`src/rtl/line_dma_writer_pkg.sv`:
```
// Shared types and constants for the line-scanner DMA writer.
// Status layout is {words_done[27:0], aborted, err, done, busy}.
package line_dma_writer_pkg;

  typedef enum logic [1:0] {
    ST_IDLE,
    ST_ARM,
    ST_BURST,
    ST_DONE
  } state_t;

  localparam int unsigned BYTES_PER_WORD = 16;
  localparam int unsigned WORD_SHIFT     = $clog2(BYTES_PER_WORD);
  localparam int unsigned WDONE_W        = 28;

  localparam int unsigned STAT_BUSY      = 0;
  localparam int unsigned STAT_DONE      = 1;
  localparam int unsigned STAT_ERR       = 2;
  localparam int unsigned STAT_ABORTED   = 3;
  localparam int unsigned STAT_WDONE_LSB = 4;

  // A job is rejected when it is empty or not whole-word aligned at either end.
  function automatic logic start_invalid(input logic [31:0] adr, input logic [31:0] size);
    return (size == 32'd0) ||
           (size[WORD_SHIFT-1:0] != '0) ||
           (adr[WORD_SHIFT-1:0] != '0);
  endfunction

endpackage

```
`src/rtl/line_dma_writer_if.sv`:
```
// Stream (line FIFO side) and Avalon-MM burst write bundles used by the DMA writer.
// master drives the payload; slave returns ready / waitrequest.
interface line_dma_stream_if #(
  parameter int DATA_W = 128
);
  logic [DATA_W-1:0] data;
  logic              valid;
  logic              ready;

  modport master (output data, valid, input ready);
  modport slave  (input data, valid, output ready);
endinterface

interface line_dma_avm_if #(
  parameter int DATA_W = 128,
  parameter int ADDR_W = 28,
  parameter int BCNT_W = 8
);
  logic [ADDR_W-1:0]   address;
  logic [BCNT_W-1:0]   burstcount;
  logic                write;
  logic [DATA_W-1:0]   writedata;
  logic [DATA_W/8-1:0] byteenable;
  logic                read;
  logic                waitrequest;

  modport master (output address, burstcount, write, writedata, byteenable, read,
                  input waitrequest);
  modport slave  (input address, burstcount, write, writedata, byteenable, read,
                  output waitrequest);
endinterface

```
`src/rtl/line_dma_writer.sv`:
```
// Streams line-FIFO words into DDR as Avalon-MM write bursts; first write 2 cycles after start, 1 bubble per burst.
// Backpressure: waitrequest stalls the stream via s.ready; stream gaps drop avm.write mid-burst.
module line_dma_writer
  import line_dma_writer_pkg::*;
#(
  parameter int DATA_W    = 128,
  parameter int ADDR_W    = 28,
  parameter int BURST_LEN = 8,
  parameter int BCNT_W    = 8
) (
  input  logic             clk,
  input  logic             reset_n,
  input  logic             ctrl_start,
  input  logic             ctrl_abort,
  input  logic             irq_clr,
  input  logic [31:0]      buf_adr,
  input  logic [31:0]      buf_size,
  line_dma_stream_if.slave s,
  line_dma_avm_if.master   avm,
  output logic [31:0]      status,
  output logic             irq
);

  state_t             state;
  logic [ADDR_W-1:0]  adr_q;
  logic [ADDR_W-1:0]  burst_adr_q;
  logic [WDONE_W-1:0] rem_q;
  logic [WDONE_W-1:0] words_done;
  logic [BCNT_W-1:0]  len_q;
  logic [BCNT_W-1:0]  beat_q;
  logic [BCNT_W-1:0]  len_n;
  logic               busy;
  logic               done;
  logic               err;
  logic               aborted;
  logic               abort_pend;
  logic               in_burst;
  logic               accept;
  logic               last_beat;

  assign len_n = (rem_q >= WDONE_W'(BURST_LEN)) ? BCNT_W'(BURST_LEN) : BCNT_W'(rem_q);

  // Once an abort is pending the burst is padded with zero beats and the stream is left untouched.
  assign in_burst       = (state == ST_BURST);
  assign avm.write      = in_burst & (s.valid | abort_pend);
  assign avm.writedata  = (in_burst & ~abort_pend) ? s.data : '0;
  assign avm.address    = burst_adr_q;
  assign avm.burstcount = len_q;
  assign avm.byteenable = '1;
  assign avm.read       = 1'b0;
  assign s.ready        = in_burst & ~abort_pend & ~avm.waitrequest;

  assign accept    = avm.write & ~avm.waitrequest;
  assign last_beat = accept & ((beat_q + BCNT_W'(1)) == len_q);

  assign status = {words_done, aborted, err, done, busy};
  assign irq    = done | err | aborted;

  always_ff @(posedge clk or negedge reset_n) begin
    if (!reset_n) begin
      state       <= ST_IDLE;
      adr_q       <= '0;
      burst_adr_q <= '0;
      rem_q       <= '0;
      words_done  <= '0;
      len_q       <= '0;
      beat_q      <= '0;
      busy        <= 1'b0;
      done        <= 1'b0;
      err         <= 1'b0;
      aborted     <= 1'b0;
      abort_pend  <= 1'b0;
    end else begin
      if (irq_clr) begin
        done    <= 1'b0;
        err     <= 1'b0;
        aborted <= 1'b0;
      end
      if (ctrl_abort && busy) begin
        abort_pend <= 1'b1;
      end

      case (state)
        ST_IDLE, ST_DONE: begin
          if (ctrl_start) begin
            adr_q      <= buf_adr[ADDR_W+WORD_SHIFT-1:WORD_SHIFT];
            rem_q      <= buf_size[WDONE_W+WORD_SHIFT-1:WORD_SHIFT];
            words_done <= '0;
            done       <= 1'b0;
            aborted    <= 1'b0;
            abort_pend <= 1'b0;
            if (start_invalid(buf_adr, buf_size)) begin
              err   <= 1'b1;
              state <= ST_DONE;
            end else begin
              err   <= 1'b0;
              busy  <= 1'b1;
              state <= ST_ARM;
            end
          end else begin
            state <= ST_IDLE;
          end
        end

        ST_ARM: begin
          if (abort_pend || ctrl_abort) begin
            busy       <= 1'b0;
            aborted    <= 1'b1;
            abort_pend <= 1'b0;
            state      <= ST_DONE;
          end else begin
            len_q       <= len_n;
            burst_adr_q <= adr_q;
            beat_q      <= '0;
            state       <= ST_BURST;
          end
        end

        ST_BURST: begin
          if (accept) begin
            beat_q <= beat_q + BCNT_W'(1);
          end
          // Progress is committed per burst, so words_done never shows a partial burst.
          if (last_beat) begin
            adr_q      <= adr_q + ADDR_W'(len_q);
            rem_q      <= rem_q - WDONE_W'(len_q);
            words_done <= words_done + WDONE_W'(len_q);
            if (abort_pend || (rem_q == WDONE_W'(len_q))) begin
              busy       <= 1'b0;
              done       <= ~abort_pend;
              aborted    <= abort_pend;
              abort_pend <= 1'b0;
              state      <= ST_DONE;
            end else begin
              state <= ST_ARM;
            end
          end
        end

        default: state <= ST_IDLE;
      endcase
    end
  end

endmodule
```
`src/flat_wrapper.sv`:
```
// flat-port wrapper written by rule: the top's interface ports become plain ports
module line_dma_writer_flat import line_dma_writer_pkg::*;
#(
  parameter int DATA_W    = 128,
  parameter int ADDR_W    = 28,
  parameter int BURST_LEN = 8,
  parameter int BCNT_W    = 8
)
  (clk, reset_n, ctrl_start, ctrl_abort, irq_clr, buf_adr, buf_size, status, irq, s_data, s_valid, s_ready, avm_address, avm_burstcount, avm_write, avm_writedata, avm_byteenable, avm_read, avm_waitrequest);
  line_dma_stream_if #(.DATA_W(DATA_W)) s_i ();
  line_dma_avm_if #(.DATA_W(DATA_W), .ADDR_W(ADDR_W), .BCNT_W(BCNT_W)) avm_i ();
  input  logic clk;
  input  logic reset_n;
  input  logic ctrl_start;
  input  logic ctrl_abort;
  input  logic irq_clr;
  input  logic [31:0] buf_adr;
  input  logic [31:0] buf_size;
  output logic [31:0] status;
  output logic irq;
  input wire logic [$bits(s_i.data)-1:0] s_data;
  input wire logic [$bits(s_i.valid)-1:0] s_valid;
  output wire logic [$bits(s_i.ready)-1:0] s_ready;
  output wire logic [$bits(avm_i.address)-1:0] avm_address;
  output wire logic [$bits(avm_i.burstcount)-1:0] avm_burstcount;
  output wire logic [$bits(avm_i.write)-1:0] avm_write;
  output wire logic [$bits(avm_i.writedata)-1:0] avm_writedata;
  output wire logic [$bits(avm_i.byteenable)-1:0] avm_byteenable;
  output wire logic [$bits(avm_i.read)-1:0] avm_read;
  input wire logic [$bits(avm_i.waitrequest)-1:0] avm_waitrequest;
  assign s_i.data = s_data;
  assign s_i.valid = s_valid;
  assign s_ready = s_i.ready;
  assign avm_address = avm_i.address;
  assign avm_burstcount = avm_i.burstcount;
  assign avm_write = avm_i.write;
  assign avm_writedata = avm_i.writedata;
  assign avm_byteenable = avm_i.byteenable;
  assign avm_read = avm_i.read;
  assign avm_i.waitrequest = avm_waitrequest;
  line_dma_writer #(.DATA_W(DATA_W), .ADDR_W(ADDR_W), .BURST_LEN(BURST_LEN), .BCNT_W(BCNT_W)) u_core (.clk(clk), .reset_n(reset_n), .ctrl_start(ctrl_start), .ctrl_abort(ctrl_abort), .irq_clr(irq_clr), .buf_adr(buf_adr), .buf_size(buf_size), .s(s_i), .avm(avm_i), .status(status), .irq(irq));
endmodule
```
`config.mk`:
```
export PLATFORM = sky130hd
export DESIGN_NAME = line_dma_writer_flat
export DESIGN_NICKNAME = d
export VERILOG_FILES = /design/src/rtl/line_dma_writer_pkg.sv /design/src/rtl/line_dma_writer_if.sv /design/src/rtl/line_dma_writer.sv /design/src/flat_wrapper.sv
export SDC_FILE = /design/constraint.sdc
export NUM_CORES = 1
export LEC_CHECK = 0
export ABC_AREA = 1
export CAP_MARGIN = 10
export CORE_AREA = 2 2 161 163
export CTS_CLUSTER_SIZE = 8
export DETAILED_ROUTE_END_ITERATION = 6
export DIE_AREA = 0 0 163 165
export DONT_BUFFER_PORTS = 1
export HOLD_SLACK_MARGIN = 0.03
export SLEW_MARGIN = 15
export SYNTH_ARGS = -nofsm -noshare
export SYNTH_HDL_FRONTEND = slang
export SYNTH_SLANG_ARGS = --single-unit
```
`constraint.sdc`:
```
create_clock -name clk -period 2.58 [get_ports clk]
set_clock_uncertainty 0.15 [all_clocks]
set_input_delay 0.387 -clock clk [delete_from_list [all_inputs] [get_ports clk]]
set_output_delay 0.387 -clock clk [all_outputs]
set_load 0.01 [all_outputs]
```
Yosys cells after proc, flatten, opt, wreduce, memory -nomap -nowiden
Cells that the tools add are included.
{"block": "op_classes", "add_sub_neg": 4, "multipliers": 0, "div_mod_pow": 0, "n_lt_le_gt_ge": 1, "n_eq_ne": 12, "shift": 0, "muxes": 47, "bitwise": 11, "n_reduce_logical": 16}
{"operator": "$mux W28", "count": 6}
{"operator": "$pmux W28 S2", "count": 3}
{"operator": "$mux W128", "count": 1}
{"operator": "$add A28 B8 Y28", "count": 2}
{"operator": "$logic_not A32 Y1", "count": 1}
{"operator": "$eq A28 B8 Y1", "count": 1}
{"operator": "$ge A28 B4 Y1 const B", "count": 1}
{"operator": "$sub A28 B8 Y28", "count": 1}
{"operator": "$mux W1", "count": 24}
{"operator": "$mux W8", "count": 3}
{"operator": "$pmux W8 S2", "count": 1}
{"operator": "$ne A2 B2 Y1 const B", "count": 6}
{"operator": "$pmux W1 S3", "count": 3}
{"operator": "$add A8 B1 Y8 const B", "count": 1}
{"operator": "$eq A8 B8 Y1", "count": 1}
{"operator": "$mux W2", "count": 4}
{"operator": "$reduce_bool A4 Y1", "count": 2}
{"operator": "$pmux W2 S3", "count": 1}
{"operator": "$reduce_and A3 Y1", "count": 2}
{"operator": "$and A1 B1 Y1", "count": 5}
{"operator": "$reduce_and A5 Y1", "count": 1}
{"operator": "$eq A2 B2 Y1 const B", "count": 2}
{"operator": "$logic_or A1 B1 Y1", "count": 4}
{"operator": "$reduce_bool A2 Y1", "count": 2}
{"operator": "other kinds (9)", "count": 13}
{"block": "word_totals", "ff_bits": 135, "latchBits": 0, "ramBits": 0, "mem_bits_ro": 0, "input_bits": 199, "out_inout_bits": 216, "mem_count": 0}

Longest topological paths before layout
{"block": "logic_depth", "depth_word": 6, "depth_mapped": 16, "ltp_nobuf": 15}

Least setup slack after synthesis
Ideal clock, no wire load.
{"block": "synth_timing", "path_type": "reg2reg", "from": "reg u_core.len_q[1], in the netlist u_core.avm.burstcount[1]", "to": "reg u_core.adr_q[18]", "setup_ps": 123, "t_arrival_ps": 2254, "required_time_ps": 2307, "path_slack_ps": 53, "path_stages_with_launch": 12, "path_buffers": 0, "synth_period_minus_slack_ps": 2527, "cell_sequence": "dfrtp_1 -> inv_1 -> fa_1 -> o21ai_0 -> nand2_1 -> nand2_1 -> inv_1 -> nor2_1 -> nand3_1 -> xnor2_1 -> o21ai_0 -> nand2_1"}
{"block": "synth_via", "elab_chain_len": 4}
{"element": "start: declaration", "line": "line_dma_writer.sv:29", "source": "logic [BCNT_W-1:0] len_q;"}
{"element": "start signal: assignment", "line": "line_dma_writer.sv:112", "source": "len_q <= len_n;"}
{"element": "branches (longest 4 deep; another with $add A28 B8 Y28)"}
{"element": "end signal: assignment", "line": "line_dma_writer.sv:86", "source": "adr_q <= buf_adr[ADDR_W+WORD_SHIFT-1:WORD_SHIFT];"}
{"element": "end signal: assignment", "line": "line_dma_writer.sv:125", "source": "adr_q <= adr_q + ADDR_W'(len_q);"}
{"element": "end: declaration", "line": "line_dma_writer.sv:25", "source": "logic [ADDR_W-1:0] adr_q;"}
Several ways; the timed one is not identified. The select of a mux whose other input is x is not followed.
A chain may end at the register's enable or synchronous reset.

Worst setup path in the final report
{"block": "layout_timing", "from": "reg u_core.state[0]", "to": "out avm_writedata[24]"}
{"block": "layout_via", "elab_chain_len": 3}
{"element": "start: declaration", "line": "line_dma_writer.sv:24", "source": "state_t state;"}
{"element": "start signal: assignment", "line": "line_dma_writer.sv:61", "source": "state <= ST_IDLE;"}
{"element": "start signal: assignment", "line": "line_dma_writer.sv:94", "source": "state <= ST_DONE;"}
{"element": "start signal: assignment", "line": "line_dma_writer.sv:98", "source": "state <= ST_ARM;"}
{"element": "$eq A2 B2 Y1", "line": "line_dma_writer.sv:44", "source": "assign in_burst = (state == ST_BURST);"}
{"element": "$and A1 B1 Y1", "line": "line_dma_writer.sv:46", "source": "assign avm.writedata = (in_burst & ~abort_pend) ? s.data : '0;"}
{"element": "$mux W128", "line": "line_dma_writer.sv:46"}
{"element": "end: declaration", "line": "flat_wrapper.sv:27", "source": "output wire logic [$bits(avm_i.writedata)-1:0] avm_writedata;"}
No other way between the ends.

==> summary.txt <==
Synth area leaders -> dfrtp_1 33%, nand2_1 17%, inv_1 9.1%, nor2_1 9.0%, nand3_1 4.7%
endpoints failing hold -> 135
CTS Buf Count -> 17
P_int -> 7.04 mW
Root Buffer -> clkbuf_16
CTS tree -> built
mean routed wirelength per cell -> 18.1 um
VDD IR max -> 0.721 mV
R2R Path Start -> u_core.beat_q[1]
DRC viols -> 0
setup TNS -> 0 ns
DRT Wirelength -> 36800 um
initial drt markers -> 766
die width -> 163 um
Final Non-Filler Cells -> 2032
Synth Register Bits -> 135
commonest non-fill, non-tap cell in the layout -> nand2_1
RSZ-0062 raised after global routing -> yes
die footprint -> 26900 um^2
Slowest cell on crit path -> dfrtp_1
clk buf depth -> 2
Filler cells -> 2596
worst-margin pin slew -> 0.843 ns
most frequent cells in the layout -> 457 x nand2_1, 245 x inv_1, 226 x nor2_1
period utilisation layout -> 0.976
Clk Latency, worst-skew pair -> 0.43 ns
antenna viol nets, final -> 0
Net Sw Frac -> 0.489
fraction of layout cells with a size suffix above 1 -> 0.116
Pwr Density -> 1140 nW/um^2
pin count of the biggest net entering global routing -> 136
Final min period -> 2.52 ns
final core utilization -> 0.484
Final setup viols -> 0
max incr delay on CP -> 0.38 ns
drt via density -> 5.11
Reg clk slew, reported paths -> 0.07 ns
status -> finished, violations left
synth unique cells -> 40
CP required -> 2.04 ns
min-delay worst type -> in -> async
# IOs -> 415
dpl cells -> 1967
Die H -> 165 um
GR Overflow Total -> 0
CP most frequent cell -> buf_4
Cell Rows -> 58
Max FO, Critical Path -> 14
area leader, netlist -> dfrtp_1
R2R cell count -> 13
core area -> 25000 um^2
Leak -> 6.37 nW
crit start category -> flip-flop
# nets final -> 1917
Total Routing Usage GR -> 0.264
WP buf/inv -> 4
Synth-to-Final Area Change -> 19.3%
HPWL Detailed -> 28300 um
Gate Count Post-Synth -> 1595
Initial Util -> 0.405
Slew Viols, Final -> 0
critical path endpoint category -> primary output
R2R Setup Slk -> 0.14 ns
GPL Wtd Cong -> 0.964
P_sw -> 6.73 mW
Syn Area/Cell -> 6.36 um^2
first-pass GRT wire length -> 54500 um
clk sinks -> 135
Post-Synthesis Cell Area -> 10200 um^2
Combinational Power Share -> 0.553
cell area after layout -> 12100 um^2
CP delay by family, top -> buffers and inverters
crit path kind -> reg -> out
worst path cell trace -> inv_1 -> ha_2 -> inv_2 -> or2_4 -> buf_4 -> buf_4 -> nor2_1
part of the power in registers -> 0.269
arrival time worst endpoint -> 1.98 ns
failing checks -> hold timing
multi-input logic area -> 5630 um^2
fmax -> 0.397 GHz
post-synth top area share -> 0.333
TritonRoute pass-1 iters -> 5
DR vias -> 10400
Synth warnings -> 0
Hold Slack -> -0.498 ns
initial antenna violation count -> 7
Rel. slew slack -> 0.438
CTS H-Tree Depth -> 4
Clock Power Share -> 0.177
IO buf count -> 0
Worst R2R End -> u_core.adr_q[25]
placed instance area -> 11000 um^2
Reg area -> 3380 um^2
register area share after synthesis -> 0.333
vias in the first global route -> 9638
Max Cap Viol -> 0
CTS Hold Bufs -> 27
==> worst register-to-register path, stage by stage, from the launching register on <==
cell and delay (ns):
dfrtp_1 0.35, ha_2 0.20, nand2_2 0.08, nor2_4 0.13, nand3_1 0.11, nand3_1 0.14
nand2_1 0.10, nor2_2 0.17, nand4_4 0.15, a21boi_4 0.20, buf_12 0.15, buf_12 0.11
clkbuf_16 0.18, o21ai_0 0.10
==> metal layers <==
layer  up-vias  GRT usage  wire (um)
met5         -          0         55
met3        40      0.105       3670
met1      4845      0.368      16700
li1       5079          -          -
met2       417      0.388      15900
met4         8     0.0495        472
==> cell usage after synthesis <==
| cell type | count |
|---|---|
| buf_1 | 3 |
| nor4_1 | 9 |
| o211ai_1 | 10 |
| nor3b_1 | 1 |
| and2_1 | 2 |
| ha_1 | 27 |
| or2_1 | 1 |
| a21o_1 | 2 |
| nand2_2 | 6 |
| inv_2 | 1 |
| o31ai_1 | 5 |
| o21ai_1 | 12 |
| conb_1 | 2 |
| clkbuf_1 | 34 |
| nand2_1 | 463 |
| o22ai_1 | 5 |
| dfrtp_1 | 135 |
| buf_6 | 5 |
| nand4_1 | 25 |
| and3_1 | 1 |
| o21ai_0 | 92 |
| nor2_1 | 243 |
| o21bai_1 | 4 |
| nor2_2 | 4 |
| a21oi_1 | 32 |
| nand4_2 | 1 |
| clkbuf_2 | 2 |
| nor3_1 | 23 |
| buf_4 | 24 |
| a21boi_4 | 1 |
| fa_1 | 3 |
| inv_1 | 246 |
| xor2_1 | 36 |
| a31oi_1 | 2 |
| or2_2 | 7 |
| buf_2 | 8 |
| a21boi_0 | 2 |
| o21a_1 | 1 |
| xnor2_1 | 19 |
| nand3_1 | 96 |
==> what timing repair did <==
action | CTS | global route
setup buffers | 0 | 4
pin swaps | 0 | 5
gates cloned | 0 | 1
resized for setup | 1 | 44
setup endpoints to repair | 1 | 90
endpoints found under the hold margin | 163 | 135
==> cell families (layout without fill, tap and decap cells) <==
logic type | Yosys count | count (layout) | share of synthesized area
fa+ha+maj | 30 | 30 | 0.0392
compound gates | 168 | 168 | 0.0910
other cells | 2 | 18 | 0.000740
buf+inv | 323 | 414 | 0.133
xor+xnor | 55 | 55 | 0.0475
flops | 135 | 135 | 0.333
simple gates | 882 | 882 | 0.356
==> state kept, by name (all words and copies together), names as in the netlist <==
register / count
u_core.err: 1
u_core.done: 1
u_core.busy: 1
u_core.avm.address: 28
u_core.state: 2
u_core.avm.burstcount: 8
u_core.aborted: 1
u_core.adr_q: 28
u_core.rem_q: 28
u_core.abort_pend: 1
u_core.words_done: 28
u_core.beat_q: 8
==> through the flow <==
step	power, mW	setup WS [ns]
after floorplan	8.67	0.0528
after global placement	10.7	0.113
after detailed placement	10.8	0.0191
after CTS	13.3	0.0437
after global routing	15.0	-0.0427
final	13.8	0.0616
==> final cells by class <==
| class | count | share of cell area |
|---|---|---|
| clock inverter | 14 | 0.0115 |
| tap | 330 | 0.0341 |
| timing repair buffer | 135 | 0.0975 |
| inverter | 247 | 0.0765 |
| antenna | 1 | 0.000207 |
| multi-input combinational | 1152 | 0.465 |
| clock buffer | 18 | 0.0363 |
| sequential | 135 | 0.279 |
==> power by group through the flow <==
stage / Sequential (mW) / Clock (mW) / Combinational [mW]
final: 3.71 / 2.44 / 7.62
after global routing: 3.81 / 2.56 / 8.63
after CTS: 3.69 / 2.48 / 7.17
after detailed placement: 3.71 / 0 / 7.09
after global placement: 3.71 / 0 / 6.99
after floorplan: 3.46 / 0 / 5.21
==> worst max-delay path by stage <==
stage                             startpoint  depth (start not counted)                     to  slack [ns]
floorplan           u_core.avm.burstcount[1]                         11       u_core.adr_q[18]        0.05
global placement    u_core.avm.burstcount[0]                         12  u_core.words_done[22]        0.11
detailed placement  u_core.avm.burstcount[0]                         14       u_core.adr_q[22]        0.02
CTS                          u_core.state[0]                          7      avm_writedata[24]        0.04
global route                u_core.beat_q[4]                         15        u_core.adr_q[0]       -0.04
finish                       u_core.state[0]                          7      avm_writedata[24]        0.06
Power figures use the tool's default switching activity.
==> RTL edit 1, RTL diff (config.mk and constraints unchanged) <==
`BCNT_W` is set to 8 in 3 places; all go to 12.
--- a/src/rtl/line_dma_writer_if.sv
+++ b/src/rtl/line_dma_writer_if.sv
@@ -16,3 +16,3 @@
   parameter int ADDR_W = 28,
-  parameter int BCNT_W = 8
+  parameter int BCNT_W = 12
 );
--- a/src/rtl/line_dma_writer.sv
+++ b/src/rtl/line_dma_writer.sv
@@ -8,3 +8,3 @@
   parameter int BURST_LEN = 8,
-  parameter int BCNT_W    = 8
+  parameter int BCNT_W    = 12
 ) (
--- a/src/flat_wrapper.sv
+++ b/src/flat_wrapper.sv
@@ -6,3 +6,3 @@
   parameter int BURST_LEN = 8,
-  parameter int BCNT_W    = 8
+  parameter int BCNT_W    = 12
 )
Ports: changed (resized avm_burstcount); port bits go from 415 to 419. No check against the original RTL was run, so the function may have changed too.
==> RTL edit 1 against the unedited design <==
The run still ends with negative hold slack left; area after synthesis rose by 7.5%; design area rose by 6.6%; first-iteration DRC count rose by 36%; count of clock-buffer cells in the layout rose by 1; critical path depth did not move; largest cell class unchanged; sequential cell count rose by 8; setup slack improved by 0.040 ns; total power rose by 0.56%; critical path type unchanged; wire length rose by 9.7%; fmax rose by 1.6%; highest routed layer unchanged.
==> RTL edit 1: results (changes against the unedited design) <==
| Metric | Value |
|---|---|
| Status | `finished with violations` |
| Failing checks | `negative hold slack` |
| Pleak | `0.00696 uW (+9.2%)` |
| Fraction of area in multi-input gates | `47.4% (+0.94 points)` |
| Non-Clock Inverter Count | `267 (+8.1%)` |
| Vias in the first global route | `10600 (+9.9%)` |
| Sequential element share of the synthesized area | `32.8% (-0.48 points)` |
| Slowest stage delay, CP | `0.36 ns (-0.02 ns)` |
| Initial drt markers | `1042 (+36%)` |
| Final Non-Filler Cells | `2162 (+6.4%)` |
| Final hold violations | `143 (+5.9%)` |
| Fraction of area in registers | `27.7% (-0.17 points)` |
| Clkbuf count | `19 (+1)` |
| Fraction of the mapped netlist area in adder cells | `5.02% (+1.1 points)` |
| Avg Inst Size Synth | `6.33 sq um (-0.50%)` |
| Peak supply drop | `564 uV (-22%)` |
| Diodes inserted | `4 (+3)` |
| Via density | `5.24 (+2.5%)` |
| Register-to-Register Path Depth | `17 (+4)` |
| GPL Wtd Cong | `1.03 (+7.4%)` |
| Fill cell count | `2611 (+0.58%)` |
| Largest net degree at the start of global routing | `144 (+5.9%)` |
| Initial antenna violation count | `5 (-2)` |
| Post-synth top cells | `nand2_1, inv_1, nor2_1, dfrtp_1, o21ai_0` |
| Post-Synth XOR/XNOR Area | `4.01% (-0.73 points)` |
| CTS Hold Bufs | `22 (-19%)` |
| Sequential Area | `3580 sq um (+6.0%)` |
| Synth Cell Area | `10900 sq um (+7.5%)` |
| First-pass GRT wire length | `59100 um (+8.5%)` |
| Synth top area cells | `dfrtp_1, nand2_1, inv_1` |
| RR Startpoint | `u_core.beat_q[0]` |
| Synth cell types | `42 (+5.0%)` |
| ClkCell Share | `4.34% (-0.43 points)` |
| All-layer global routing usage | `28.9% (+2.5 points)` |
| Place WS | `-0.0639 ns (-0.0830 ns)` |
| Crit path DAT | `1.94 ns (-0.04 ns)` |
| Endpoints failing setup | `0 (unchanged)` |
| Worst-path fanout max | `102 (+88)` |
| Post-DP Area | `11900 sq um (+7.6%)` |
| Register bit count reported by yosys | `143 (+5.9%)` |
| Signal buf overhead | `9.32% (-0.43 points)` |
| Dpl hpwl | `30900 um (+9.1%)` |
| Layout cells sized above 1 | `11.0% (-0.59 points)` |
| Int Pwr | `7150 uW (+1.6%)` |
| Post-synthesis mux area share | `0.0917% (+0.092 points)` |
| Layout Nets | `2056 (+7.3%)` |
| Worst Tran Pin Value | `0.690 ns (-0.153 ns)` |
| Compound-Gate Fraction of Synth Area | `10.3% (+1.2 points)` |
| Non-clk bufs | `134 (-0.74%)` |
| Hold slack | `-0.498 ns (-0.000562 ns)` |
| Worst setup endpoint | `avm_writedata[59]` |
==> RTL edit 1: cell types whose count changed in the layout (fill, tap and decap cells not counted), sizes merged, moves of 9 or more <==
cell   change
inv       +12
nor2       +9
xor2      -11
nand2     +45
ha        +12
nor3      -10
o21ai     +29
a21oi     +13
==> RTL edit 1: power by group through the flow <==
stage / Clock, uW / Combinational [uW] / Sequential [uW]
finish: 2400 / 7710 / 3730
global route: 2530 / 8610 / 3820
CTS: 2440 / 7230 / 3720
detailed placement: 0 / 7150 / 3750
global placement: 0 / 7050 / 3740
floorplan: 0 / 4930 / 3530
==> RTL edit 1: repair_timing <==
item,in CTS,in global routing
endpoints found under the setup margin,81,95
pin swaps,0,5
resized for setup,2,53
cloned,0,3
endpoints found under the hold margin,165,143
buffers inserted,0,5
==> RTL edit 1: metal layers <==
layer  vias up  part of all wire, %  global-route usage, %
li1       5517                    -                      -
met1      5280                   45                   38.8
met2       475                   44                   44.8
met3        55                  7.9                   7.63
met4         2                  3.1                   10.9
met5         -                0.027                      0
==> RTL edit 2, RTL diff (same settings) <==
Without the edit above. Re-encode `state_t` (4 states) as one-hot, 4 bits wide.
--- a/src/rtl/line_dma_writer_pkg.sv
+++ b/src/rtl/line_dma_writer_pkg.sv
@@ -4,7 +4,7 @@
 
-  typedef enum logic [1:0] {
-    ST_IDLE,
-    ST_ARM,
-    ST_BURST,
-    ST_DONE
+  typedef enum logic [3:0] {
+    ST_IDLE  = 4'b0001,
+    ST_ARM   = 4'b0010,
+    ST_BURST = 4'b0100,
+    ST_DONE  = 4'b1000
   } state_t;
Function: same outputs for any inputs over 4 cycles, from zero or initial values and one cycle with reset_n low; so few cycles prove little.
==> RTL edit 2 against the unedited design <==
The run still ends with negative hold slack left; area after synthesis is 2.8% higher; sequential cell count up 2; sequential share of layout area increased by 0.20 points; wire length rose by 5.4%; count of clock-buffer cells in the layout shrank 1; worst hold slack got worse by 0.018 ns; final cell count is 2.0% higher; largest cell class unchanged; first-iteration DRC count up 40%; setup slack worse by 0.019 ns; design area up 0.87%.
Power is not compared: it rests on default switching activity, and its combinational part moved more than twofold at a synthesized area within 25%.
==> RTL edit 2: results (changes against the unedited design) <==
| Metric | Value |
|---|---|
| Vias in the first global route | `9855 (+2.3%)` |
| Worst path top cell family by delay | `simple AND/OR/NAND/NOR gates` |
| CP startpoint | `u_core.state[3]` |
| Initial antenna violation count | `7 (unchanged)` |
| Compound-Gate Fraction of Synth Area | `8.95% (-0.15 points)` |
| Worst-path fanout max | `81 (+67)` |
| Layout Nets | `1950 (+1.7%)` |
| Place WS | `0.151 ns (+0.132 ns)` |
| DR WL/cell | `18.7 um (+3.4%)` |
| Worst slew margin | `61.5% (+18 points)` |
| Hold slack | `-0.516 ns (-0.0184 ns)` |
| All-layer global routing usage | `28.0% (+1.6 points)` |
| Initial drt markers | `1076 (+40%)` |
| Sequential element share of the synthesized area | `32.9% (-0.40 points)` |
| GPL Wtd Cong | `0.992 (+2.9%)` |
| Postcts setup bufs | `0 (unchanged)` |
| Htree depth | `4 (unchanged)` |
| Layout cells sized above 1 | `9.45% (-2.1 points)` |
| Pre-antenna DRT Iters | `7 (+2)` |
| Final hold violations | `137 (+1.5%)` |
| Post-synth top cells | `nand2_1, nor2_1, inv_1, dfrtp_1, nand3_1` |
| Fraction of the mapped netlist area in adder cells | `3.57% (-0.35 points)` |
| Synth cell types | `47 (+18%)` |
| Post-Synth XOR/XNOR Area | `3.02% (-1.7 points)` |
| Synth top area cells | `dfrtp_1, nand2_1, nor2_1` |
| CTS Hold Bufs | `22 (-19%)` |
| Via density | `5.31 (+3.9%)` |
| Power of the sequential group | `3240 uW` |
| Post-synthesis mux area share | `1.15% (+1.2 points)` |
| Slowest stage delay, CP | `0.41 ns (+0.03 ns)` |
| Failing checks | `negative hold slack` |
| Status | `finished with violations` |
| Largest net degree at the start of global routing | `138 (+1.5%)` |
| Initial Util | `41.7% (+1.1 points)` |
| Crit path DAT | `2.00 ns (+0.02 ns)` |
| Post-CTS Resized | `0 (-1)` |
| Fill cell count | `2569 (-1.0%)` |
| First-pass GRT wire length | `57500 um (+5.6%)` |
| Dpl hpwl | `29900 um (+5.6%)` |
## RTL edit 2: cell types whose count changed in the layout (fill, tap and decap cells not counted), sizes merged, moves of 8 or more
cell    before  now
nand2      469  448
a21oi       32   48
nand3       96  118
mux2i        0   12
o21ai      104   96
buf        107   88
nor2       247  298
o211ai      10    0
xnor2       19    5
## RTL edit 2: area by class of cell
type | instances | area [sq um] | share of cell area, %
Antenna cell | 6 | 15.0 | 0.123
Timing Repair Buffer | 111 | 996 | 8.15
Inverter | 252 | 946 | 7.74
Clock inverter | 15 | 188 | 1.54
Tap cell | 330 | 413 | 3.38
Sequential cell | 137 | 3430 | 28.1
Clock buffer | 17 | 425 | 3.48
Multi-Input combinational cell | 1204 | 5800 | 47.5
## RTL edit 2: through the flow
stage | util, % | hold slack [ns] | TNS (ns) | cells | area (sq um)
2_1_floorplan | - | -0.0586 | 0 | 1666 | 10500
4_1_cts | 48.1 | -0.521 | 0 | 2060 | 12100
6_report | 48.8 | -0.516 | 0 | 2072 | 12200
3_3_place_gp | 44.8 | -0.0562 | 0 | 2006 | 11200
3_5_place_dp | 44.8 | -0.0569 | 0 | 2006 | 11200
5_1_grt | 48.8 | -0.523 | -0.900 | 2070 | 12200
## RTL edit 2: path summary, 6_finish.rpt
check                                              to  slack (ns)  cells past startpoint
min in group clk                      u_core.rem_q[6]        0.04                      2
worst max-delay path                 avm_writedata[7]        0.04                      7
worst min register to register       u_core.adr_q[27]        0.38                      2
worst min-delay path            u_core.words_done[19]       -0.52                      0
worst max register to register       u_core.rem_q[23]        0.13                     15
max in group asynchronous             u_core.state[0]        2.52                      0
## RTL edit 2: per-layer routing
metal	vias up	share of wire, %	track usage (%)
met2	541	45	43.1
met5	-	0.026	0
met1	5110	44	38.6
met3	60	8.7	6.73
met4	2	2.5	9.25
li1	5289	-	-
